## src/rtl/int_simd_alu.sv

```systemverilog
// int_simd_alu
// Memory-mapped integer SIMD ALU on the execution-engine bus. It holds LANES
// independent unsigned DATA_W-bit lanes and runs one opcode across every lane
// for each start command. ADD/SUB/MUL/AND/OR/XOR take one cycle. DIV/REM use a
// restoring divider that produces one quotient bit per lane per cycle.
//
// Ports
//   Clk         rising-edge clock
//   nReset      asynchronous active-low reset
//   address     [15:12] unit select, [7:4] opcode, [3:0] register/command
//   nRead       active-low read strobe
//   nWrite      active-low write strobe
//   ExeDataOut  write data; lane i = [i*DATA_W +: DATA_W]
//   IntDataOut  registered read data (result or status)
//   Busy        operation in progress
//   Done        result valid since the last accepted start
//
// Register offsets (address[3:0])
//   0 src1 (W), 1 src2 (W), 2 result (R), 3 start (W, opcode in [7:4]),
//   4 status (R) = {dz at [8 +: LANES], ovr[3], err[2], Done[1], Busy[0]}
module int_simd_alu #(
    parameter int         DATA_W  = 16,
    parameter int         LANES   = 4,
    parameter int         BUS_W   = 256,
    parameter logic [3:0] UNIT_ID = 4'h3
) (
    input  logic             Clk,
    input  logic             nReset,
    input  logic [15:0]      address,
    input  logic             nRead,
    input  logic             nWrite,
    input  logic [BUS_W-1:0] ExeDataOut,
    output logic [BUS_W-1:0] IntDataOut,
    output logic             Busy,
    output logic             Done
);

    localparam int VW    = LANES * DATA_W;
    localparam int CNT_W = $clog2(DATA_W + 1);

    localparam logic [3:0] REG_SRC1   = 4'd0;
    localparam logic [3:0] REG_SRC2   = 4'd1;
    localparam logic [3:0] REG_RESULT = 4'd2;
    localparam logic [3:0] REG_START  = 4'd3;
    localparam logic [3:0] REG_STATUS = 4'd4;

    localparam logic [3:0] OP_ADD = 4'd0;
    localparam logic [3:0] OP_SUB = 4'd1;
    localparam logic [3:0] OP_MUL = 4'd2;
    localparam logic [3:0] OP_DIV = 4'd3;
    localparam logic [3:0] OP_REM = 4'd4;
    localparam logic [3:0] OP_AND = 4'd5;
    localparam logic [3:0] OP_OR  = 4'd6;
    localparam logic [3:0] OP_XOR = 4'd7;

    typedef enum logic [1:0] {S_IDLE, S_EXEC, S_DIV, S_DONE} state_t;

    state_t             state;
    logic [VW-1:0]      src1, src2, result;
    logic [3:0]         op_q;
    logic [CNT_W-1:0]   cnt;
    logic               err, ovr;
    logic [LANES-1:0]   dz;

    // Per-lane divider working registers
    logic [DATA_W-1:0]  div_rem [LANES];
    logic [DATA_W-1:0]  div_quo [LANES];
    logic [DATA_W-1:0]  div_den [LANES];
    logic [DATA_W-1:0]  rem_nx  [LANES];
    logic [DATA_W-1:0]  quo_nx  [LANES];
    logic [DATA_W:0]    shifted;

    logic [VW-1:0]      alu_vec, div_vec;
    logic [BUS_W-1:0]   status_w;

    logic               sel, wr_en, rd_en, busy_hit, cmd_is_div;
    logic [3:0]         reg_off, cmd_op;
    logic               unused_bits;

    assign sel        = (address[15:12] == UNIT_ID);
    assign wr_en      = sel && !nWrite && nRead;
    assign rd_en      = sel && !nRead && nWrite;
    assign reg_off    = address[3:0];
    assign cmd_op     = address[7:4];
    assign cmd_is_div = (cmd_op == OP_DIV) || (cmd_op == OP_REM);
    // Any write that would disturb a running operation flags an overrun
    assign busy_hit   = wr_en && ((reg_off == REG_SRC1) || (reg_off == REG_SRC2) ||
                                  (reg_off == REG_START));
    assign unused_bits = &{1'b0, address[11:8], ExeDataOut};

    function automatic logic [DATA_W-1:0] lane_alu(input logic [3:0]        op,
                                                   input logic [DATA_W-1:0] a,
                                                   input logic [DATA_W-1:0] b);
        logic [2*DATA_W-1:0] prod;
        prod = {{DATA_W{1'b0}}, a} * {{DATA_W{1'b0}}, b};
        case (op)
            OP_ADD:  lane_alu = a + b;
            OP_SUB:  lane_alu = a - b;
            OP_MUL:  lane_alu = prod[DATA_W-1:0];
            OP_AND:  lane_alu = a & b;
            OP_OR:   lane_alu = a | b;
            OP_XOR:  lane_alu = a ^ b;
            default: lane_alu = '0;
        endcase
    endfunction

    // One restoring step per lane. A zero divisor always "fits", so the
    // quotient fills with ones and the remainder ends as the dividend.
    always_comb begin
        rem_nx  = '{default: '0};
        quo_nx  = '{default: '0};
        shifted = '0;
        for (int i = 0; i < LANES; i++) begin
            shifted = {div_rem[i], div_quo[i][DATA_W-1]};
            if (shifted >= {1'b0, div_den[i]}) begin
                shifted   = shifted - {1'b0, div_den[i]};
                quo_nx[i] = {div_quo[i][DATA_W-2:0], 1'b1};
            end else begin
                quo_nx[i] = {div_quo[i][DATA_W-2:0], 1'b0};
            end
            rem_nx[i] = shifted[DATA_W-1:0];
        end
    end

    always_comb begin
        alu_vec = '0;
        div_vec = '0;
        for (int i = 0; i < LANES; i++) begin
            alu_vec[i*DATA_W +: DATA_W] = lane_alu(op_q, src1[i*DATA_W +: DATA_W],
                                                   src2[i*DATA_W +: DATA_W]);
            div_vec[i*DATA_W +: DATA_W] = (op_q == OP_REM) ? rem_nx[i] : quo_nx[i];
        end
    end

    always_comb begin
        status_w            = '0;
        status_w[8 +: LANES] = dz;
        status_w[3]         = ovr;
        status_w[2]         = err;
        status_w[1]         = Done;
        status_w[0]         = Busy;
    end

    always_ff @(posedge Clk or negedge nReset) begin
        if (!nReset) begin
            state      <= S_IDLE;
            src1       <= '0;
            src2       <= '0;
            result     <= '0;
            op_q       <= '0;
            cnt        <= '0;
            err        <= 1'b0;
            ovr        <= 1'b0;
            dz         <= '0;
            Busy       <= 1'b0;
            Done       <= 1'b0;
            IntDataOut <= '0;
            for (int i = 0; i < LANES; i++) begin
                div_rem[i] <= '0;
                div_quo[i] <= '0;
                div_den[i] <= '0;
            end
        end else begin
            // Result reads always see the last completed result
            if (rd_en) begin
                if (reg_off == REG_RESULT)
                    IntDataOut <= BUS_W'(result);
                else if (reg_off == REG_STATUS)
                    IntDataOut <= status_w;
            end

            case (state)
                S_IDLE, S_DONE: begin
                    if (wr_en) begin
                        case (reg_off)
                            REG_SRC1: src1 <= ExeDataOut[VW-1:0];
                            REG_SRC2: src2 <= ExeDataOut[VW-1:0];
                            REG_START: begin
                                if (cmd_op[3]) begin
                                    err <= 1'b1;
                                end else begin
                                    op_q <= cmd_op;
                                    Done <= 1'b0;
                                    Busy <= 1'b1;
                                    err  <= 1'b0;
                                    ovr  <= 1'b0;
                                    if (cmd_is_div) begin
                                        state <= S_DIV;
                                        cnt   <= '0;
                                        for (int i = 0; i < LANES; i++) begin
                                            div_rem[i] <= '0;
                                            div_quo[i] <= src1[i*DATA_W +: DATA_W];
                                            div_den[i] <= src2[i*DATA_W +: DATA_W];
                                            dz[i]      <= (src2[i*DATA_W +: DATA_W] == '0);
                                        end
                                    end else begin
                                        state <= S_EXEC;
                                        dz    <= '0;
                                    end
                                end
                            end
                            default: ;
                        endcase
                    end
                end
                S_EXEC: begin
                    result <= alu_vec;
                    Busy   <= 1'b0;
                    Done   <= 1'b1;
                    state  <= S_DONE;
                    if (busy_hit)
                        ovr <= 1'b1;
                end
                S_DIV: begin
                    for (int i = 0; i < LANES; i++) begin
                        div_rem[i] <= rem_nx[i];
                        div_quo[i] <= quo_nx[i];
                    end
                    cnt <= cnt + CNT_W'(1);
                    // Last quotient bit lands on the DATA_W-th edge after start
                    if (cnt == CNT_W'(DATA_W - 1)) begin
                        result <= div_vec;
                        Busy   <= 1'b0;
                        Done   <= 1'b1;
                        state  <= S_DONE;
                    end
                    if (busy_hit)
                        ovr <= 1'b1;
                end
                default: state <= S_IDLE;
            endcase
        end
    end

endmodule

```

## config.mk

```make
export PLATFORM = sky130hd
export DESIGN_NAME = int_simd_alu
export DESIGN_NICKNAME = d
export VERILOG_FILES = /design/src/rtl/int_simd_alu.sv
export SDC_FILE = /design/constraint.sdc
export NUM_CORES = 2
export LEC_CHECK = 0
export BUFFER_PORTS_ARGS = -buffer_cell sky130_fd_sc_hd__buf_4
export CORE_MARGIN = 2
export CORE_UTILIZATION = 45
export CTS_CLUSTER_SIZE = 25
export DETAILED_ROUTE_END_ITERATION = 7
export SLEW_MARGIN = 25
export SYNTH_ARGS = -nofsm -noshare
export SYNTH_HDL_FRONTEND = slang
export SYNTH_SLANG_ARGS = --single-unit
export TNS_END_PERCENT = 5
```

## constraint.sdc

```tcl
create_clock -name Clk -period 18.15 [get_ports Clk]
set_clock_uncertainty 0.15 [all_clocks]
set_input_delay 1.815 -clock Clk [delete_from_list [all_inputs] [get_ports Clk]]
set_output_delay 1.815 -clock Clk [all_outputs]
set_load 0.005 [all_outputs]
```

Yosys cells after proc, flatten, opt, wreduce, memory -nomap -nowiden
Index checks and enable logic that the tools add are counted.
{ "totals": {"register_bits": 658, "in_bits": 276, "output_inout_bits": 258, "elab_cells": 168} }
{ "op_classes": {"addsub": 13, "mul": 4, "magnitude_cmp": 4, "n_eq_ne": 23, "mux": 55, "bitwise_logic": 13, "n_reduce_logical": 32} }
{ "ops": {"columns": ["operator", "n"], "rows": [
  ["$mux W64", 9],
  ["$mux W256", 2],
  ["$pmux W16 S6", 4],
  ["$pmux W64 S2", 3],
  ["$mux W16", 8],
  ["$sub A16 B16 Y16", 8],
  ["$ge A17 B16 Y1", 4],
  ["$add A16 B16 Y16", 4],
  ["$and A16 B16 Y16", 4],
  ["$logic_not A16 Y1", 4],
  ["$mul A16 B16 Y16", 4],
  ["$or A16 B16 Y16", 4],
  ["$xor A16 B16 Y16", 4],
  ["$mux W5", 4],
  ["$eq A4 B2 Y1 const B", 4],
  ["$mux W1", 14],
  ["$eq A3 B3 Y1 const B", 4],
  ["$reduce_and A4 Y1", 3],
  ["$mux W2", 5],
  ["$ne A2 B2 Y1 const B", 5],
  ["$pmux W5 S2", 1],
  ["$reduce_and A5 Y1", 2],
  ["$reduce_and A3 Y1", 3],
  ["$eq A4 B3 Y1 const B", 2],
  ["other kinds (21)", 35]
]} }

Longest topological paths before layout
{ "depth": {"word_depth": 7, "ltp_mapped": 24, "depth_no_buf": 22} }

Worst setup path before layout
No wires, ideal clock.
{ "synth_timing": {"path_type": "register -> register", "startpoint": "reg src2[34]", "endpoint": "reg result[46]", "setup_ns": 0.126, "arrival_ns": 5.628, "t_required_ns": 17.874, "setup_slack_ns": 12.246, "stages_incl_launch_ff": 22, "path_buffers": 2, "period_less_slack_ns": 5.904, "path_cell_list": "dfrtp_1 -> clkbuf_1 -> inv_1 -> clkbuf_1 -> nor2_1 -> fa_1 -> inv_1 -> fa_1 -> fa_1 -> fa_1 -> inv_1 -> fa_1 -> inv_1 -> fa_1 -> inv_1 -> ha_1 -> a21o_1 -> a31oi_1 -> o21ai_0 -> xor2_1 -> a311o_1 -> o32a_1"} }
{ "synth_via": {"elab_chain_len": 3, "elab_cells_between_ends": 5, "cone_classes": "add/sub: 2; mul: 1; mux: 2"} }
{ "synth_lines": {"columns": ["element", "line", "rtl"], "rows": [
  ["start: declaration", "59", "logic [VW-1:0] src1, src2, result;"],
  ["start signal: assignment", "177", "REG_SRC2: src2 <= ExeDataOut[VW-1:0];"],
  ["$mul A16 B16 Y16 (tied with other cells)", "95", "prod = {{DATA_W{1'b0}}, a} * {{DATA_W{1'b0}}, b};"],
  ["$pmux W16 S6 *", "96", "case (op)"],
  ["$pmux W64 S2 *", "172", "case (state)"],
  ["end signal: assignment", "207", "result <= alu_vec;"],
  ["end signal: assignment", "222", "result <= div_vec;"],
  ["end: declaration", "59", null]
]} }
Every way passes the cells marked *; elsewhere a longest branch is shown, timed or not.
A chain may end at the register's enable or synchronous reset.

Worst setup path after layout
{ "layout_timing": {"startpoint": "reg src2[49]", "endpoint": "reg result[62]"} }
The elaborated chain is that of the path after synthesis.

==> results.sh <==
export IMPL_final_hpwl_from_detailed_placement_um=112000
export IMPL_yosys_warnings=0
export IMPL_final_instance_count_excl_fill=6913
export IMPL_combPwrFrac_pct=43.8
export IMPL_track_usage_pct=28.9
export IMPL_power_switching_share_pct=41.4
export IMPL_wire_length_of_the_first_global_routing_pass_um=238000
export IMPL_fin_area_mm2=0.0508
export IMPL_worst_path_max_fanout=12
export IMPL_h_tree_depth=2
export IMPL_worstPathRequired_ns=18.55
export IMPL_rows=118
export IMPL_initial_antenna_violation_count=2
export IMPL_final_core_utilization_pct=49.1
export IMPL_avgRoutedWirePerCell_um=22.4
export IMPL_timing_hold_ws_ns=0.326
export IMPL_finalPower_mw=4.68
export IMPL_p_sw_mw=1.94
export IMPL_dp_cells=6805
export IMPL_vias=39100
export IMPL_outcome="finished clean"
export IMPL_critical_path_startpoint_type="flip-flop"
export IMPL_total_clock_buffers_created_by_cts=57
export IMPL_overall_overflow_remaining_after_global_route=0
export IMPL_drt_pre_antenna_iters=7
export IMPL_power_sequential_fraction_pct=28.2
export IMPL_r2r_slack_ns=11.15
export IMPL_hold_depth=2
export IMPL_worst_ir_drop_vdd_uv=93.9
export IMPL_tritoncts_num_sinks=466
export IMPL_r2r_end="result[62]"
export IMPL_clock_path_buffers=3
export IMPL_timing_critical_path_arrival_ns=7.41
export IMPL_drt_first_iter_violations=3379
export IMPL_via_cell_ratio=5.65
export IMPL_final_setup_viol_count=0
export IMPL_postSynthAreaPerCell_um2=8.56
export IMPL_reg2reg_from="src2[49]"
export IMPL_worst_path_dominant_cell_family="adder cells"
export IMPL_critical_path_n_buffers_inverters=3
export IMPL_holdBufCountCts=0
export IMPL_min_path_type="reg2reg"
export IMPL_worst_slew_pin_slew_ns=1.10
export IMPL_setup_total_negative_slack_ns=0
export IMPL_tritoncts="yes"
export IMPL_n_antenna_cell=0
export IMPL_io_buffers=145
export IMPL_timing_hold_violations_final=0
export IMPL_max_freq_mhz=143
export IMPL_drive_gt1_share_pct=7.79
export IMPL_netlist_instances=5485
export IMPL_most_common_library_cell_in_the_layout_ignoring_fill_and_taps="sky130_fd_sc_hd__nand2_1"
export IMPL_grt_setup_unrepaired="false"
export IMPL_drc_errors=0
export IMPL_critPathMaxStageDelay_ns=0.78
export IMPL_postSynth_topFlopCell="sky130_fd_sc_hd__dfrtp_1"
export IMPL_min_period_over_period_pct=38.6
export IMPL_worst_skew_pair_late_latency_ns=0.66
export IMPL_final_nets=6544
export IMPL_cts_root_buf="sky130_fd_sc_hd__clkbuf_16"
export IMPL_slew_viol_final=0
export IMPL_clockPowerShare_pct=28.1
export IMPL_hold_path_end="div_den[60]"
export IMPL_initial_core_util_pct=45.4
export IMPL_slowest_stage="sky130_fd_sc_hd__dfrtp_1"
export IMPL_die_x_um=327
export IMPL_grt_max_degree=146
export IMPL_worst_setup_path_end_kind="flip-flop"
export IMPL_worst_setup_hold_path_clk_slew_ns=0.07
export IMPL_power_leakage_nw=24.0
export IMPL_yosysUniqueCellTypes=82
export IMPL_worst_path_most_repeated_cell="sky130_fd_sc_hd__fa_1"
export IMPL_dpl_instance_area_mm2=0.0486
export IMPL_internal_power_mw=2.74
export IMPL_timing_hold_worst_start="div_den[60]"
export IMPL_postSynthRegisterBits=466
export IMPL_r2r_cells=18
export IMPL_path_cells="clkinv_1 > nor2_1 > fa_1 > fa_1 > ha_1 > fa_1 > inv_1 > fa_1 > fa_1 > inv_1 > ha_1 > o41ai_1 > o2111ai_1 > o31ai_1 > xnor2_1 > a22oi_1 > a21oi_1 > a211o_1"
export IMPL_die_height_um=327
export IMPL_first_global_vias=38600
export IMPL_ctsResizeCount=0
export IMPL_mappedNetlistArea_mm2=0.0470
export IMPL_die_area_mm2=0.107
export IMPL_timing_slew_headroom_pct=26.1
export IMPL_async_reset_ff_share_pct=100
export IMPL_core_area_mm2=0.103
export IMPL_synth_edff_count=0
export IMPL_p_per_area_mw_per_mm2=92.1
export IMPL_max_cap_violations=0
export IMPL_residual_antenna_violating_net_count_after_detailed_routing=0
export IMPL_final_cell_mix="sky130_fd_sc_hd__nand2_1 (707), sky130_fd_sc_hd__inv_1 (693), sky130_fd_sc_hd__dfrtp_1 (463)"
export IMPL_finalWirelength_um=155000
export IMPL_num_io_pins=534
export IMPL_layout_min_cycle_time_ns=7.00
export IMPL_preCtsSetupSlack_ns=11.22
export IMPL_seq_area_frac_synth_pct=24.8
export IMPL_syn2layout_area_growth_pct=8.16
export IMPL_post_route_worst_setup_slack_ns=11.15
export IMPL_postCtsSetupBuffers=0
export IMPL_path_class="reg2reg"
export IMPL_globalplace_congestion=0.947
==> Yosys cell counts, drive strengths merged (7+ instances only) <==
master	instances	share of area, %
nand2	708	5.7
inv	699	5.6
dfrtp	466	25
o21ai	458	4.9
nor2	457	3.7
ha	455	12
fa	328	14
clkbuf	234	1.9
xnor2	221	4.1
buf	219	3.4
a21oi	206	2.2
mux2i	140	3.0
xor2	77	1.4
mux2	71	1.7
a22o	62	1.2
nor3	62	0.66
a22oi	49	0.78
a21o	46	0.74
o21a	41	0.66
nand3	35	0.37
a221oi	32	0.60
a31oi	30	0.40
nand2b	28	0.37
a211oi	27	0.43
nor2b	22	0.29
o211ai	21	0.34
or3	20	0.27
a221o	19	0.41
clkinv	19	0.15
o31ai	18	0.29
nor4	17	0.25
and3	16	0.21
a211o	14	0.26
o22ai	14	0.19
nand4	13	0.17
o21bai	11	0.18
o221ai	11	0.21
o41ai	11	0.21
o31a	9	0.17
a41oi	8	0.15
or2	7	0.093
or4	7	0.11
==> sequential cells by signal (all words and copies together) (netlist names) <==
name and cells:
dz 4, IntDataOut 64, state 2, Done 1
src2 64, div_rem 64, op_q 3, result 64
ovr 1, err 1, Busy 1, div_quo 64
cnt 5, src1 64, div_den 64
==> area by class of cell <==
class | instances | area (µm²)
clock inverter | 33 | 484
sequential | 466 | 11700
multi-input combinational | 4039 | 31000
timing repair buffer | 203 | 1600
tap | 1380 | 1730
inverter | 718 | 2700
fill | 9898 | 52700
clock buffer | 74 | 1640
==> metal layers <==
metal  track usage [%]  routed length, µm
met4              9.47               5500
met5                 0                 13
met3              5.40              13500
met1              40.6              67900
met2              45.1              68200
==> cell families (layout without fill, tap and decap cells) <==
kind of cell               Yosys count  in the layout  share of synthesized area, %
AOI/OAI and AO/OA                 1142           1142                          15.3
xor gates and xnor gates           298            298                          5.56
adders and majority gates          783            783                          26.1
buffers and inverters             1171           1028                          11.0
DFF                                466            466                          24.8
muxes                              211            211                          4.70
other                                1            192                       0.00799
and+or+nand+nor                   1413           1413                          12.5
==> worst reg2reg max path: cells and delay by family, from the launching register on <==
| family | cells | cell delay, ns |
|---|---|---|
| simple gates | 1 | 0.34 |
| flops | 1 | 0.78 |
| xor+xnor | 1 | 0.18 |
| compound gates | 6 | 1.74 |
| fa+ha+maj | 7 | 2.87 |
| buf+inv | 3 | 0.82 |
==> power by group through the flow <==
stage / clock [mW] / combinational [mW] / sequential (mW)
after global routing: 1.37 / 2.24 / 1.33
after detailed placement: 0 / 2.00 / 1.33
after floorplan: 0 / 1.49 / 1.24
after CTS: 1.33 / 2.02 / 1.31
after global placement: 0 / 1.97 / 1.33
final: 1.31 / 2.05 / 1.32
==> worst max path at each step <==
| stage | startpoint | end | slack (ns) | cells after the start |
|---|---|---|---|---|
| global route | src2[17] | result[28] | 10.94 | 20 |
| floorplan | src2[34] | result[46] | 12.25 | 21 |
| global placement | src2[49] | result[62] | 11.31 | 18 |
| CTS | src2[49] | result[62] | 11.24 | 18 |
| detailed placement | src2[49] | result[62] | 11.22 | 18 |
| finish | src2[49] | result[62] | 11.15 | 18 |
Note: power is estimated with default switching activity, not from simulation.
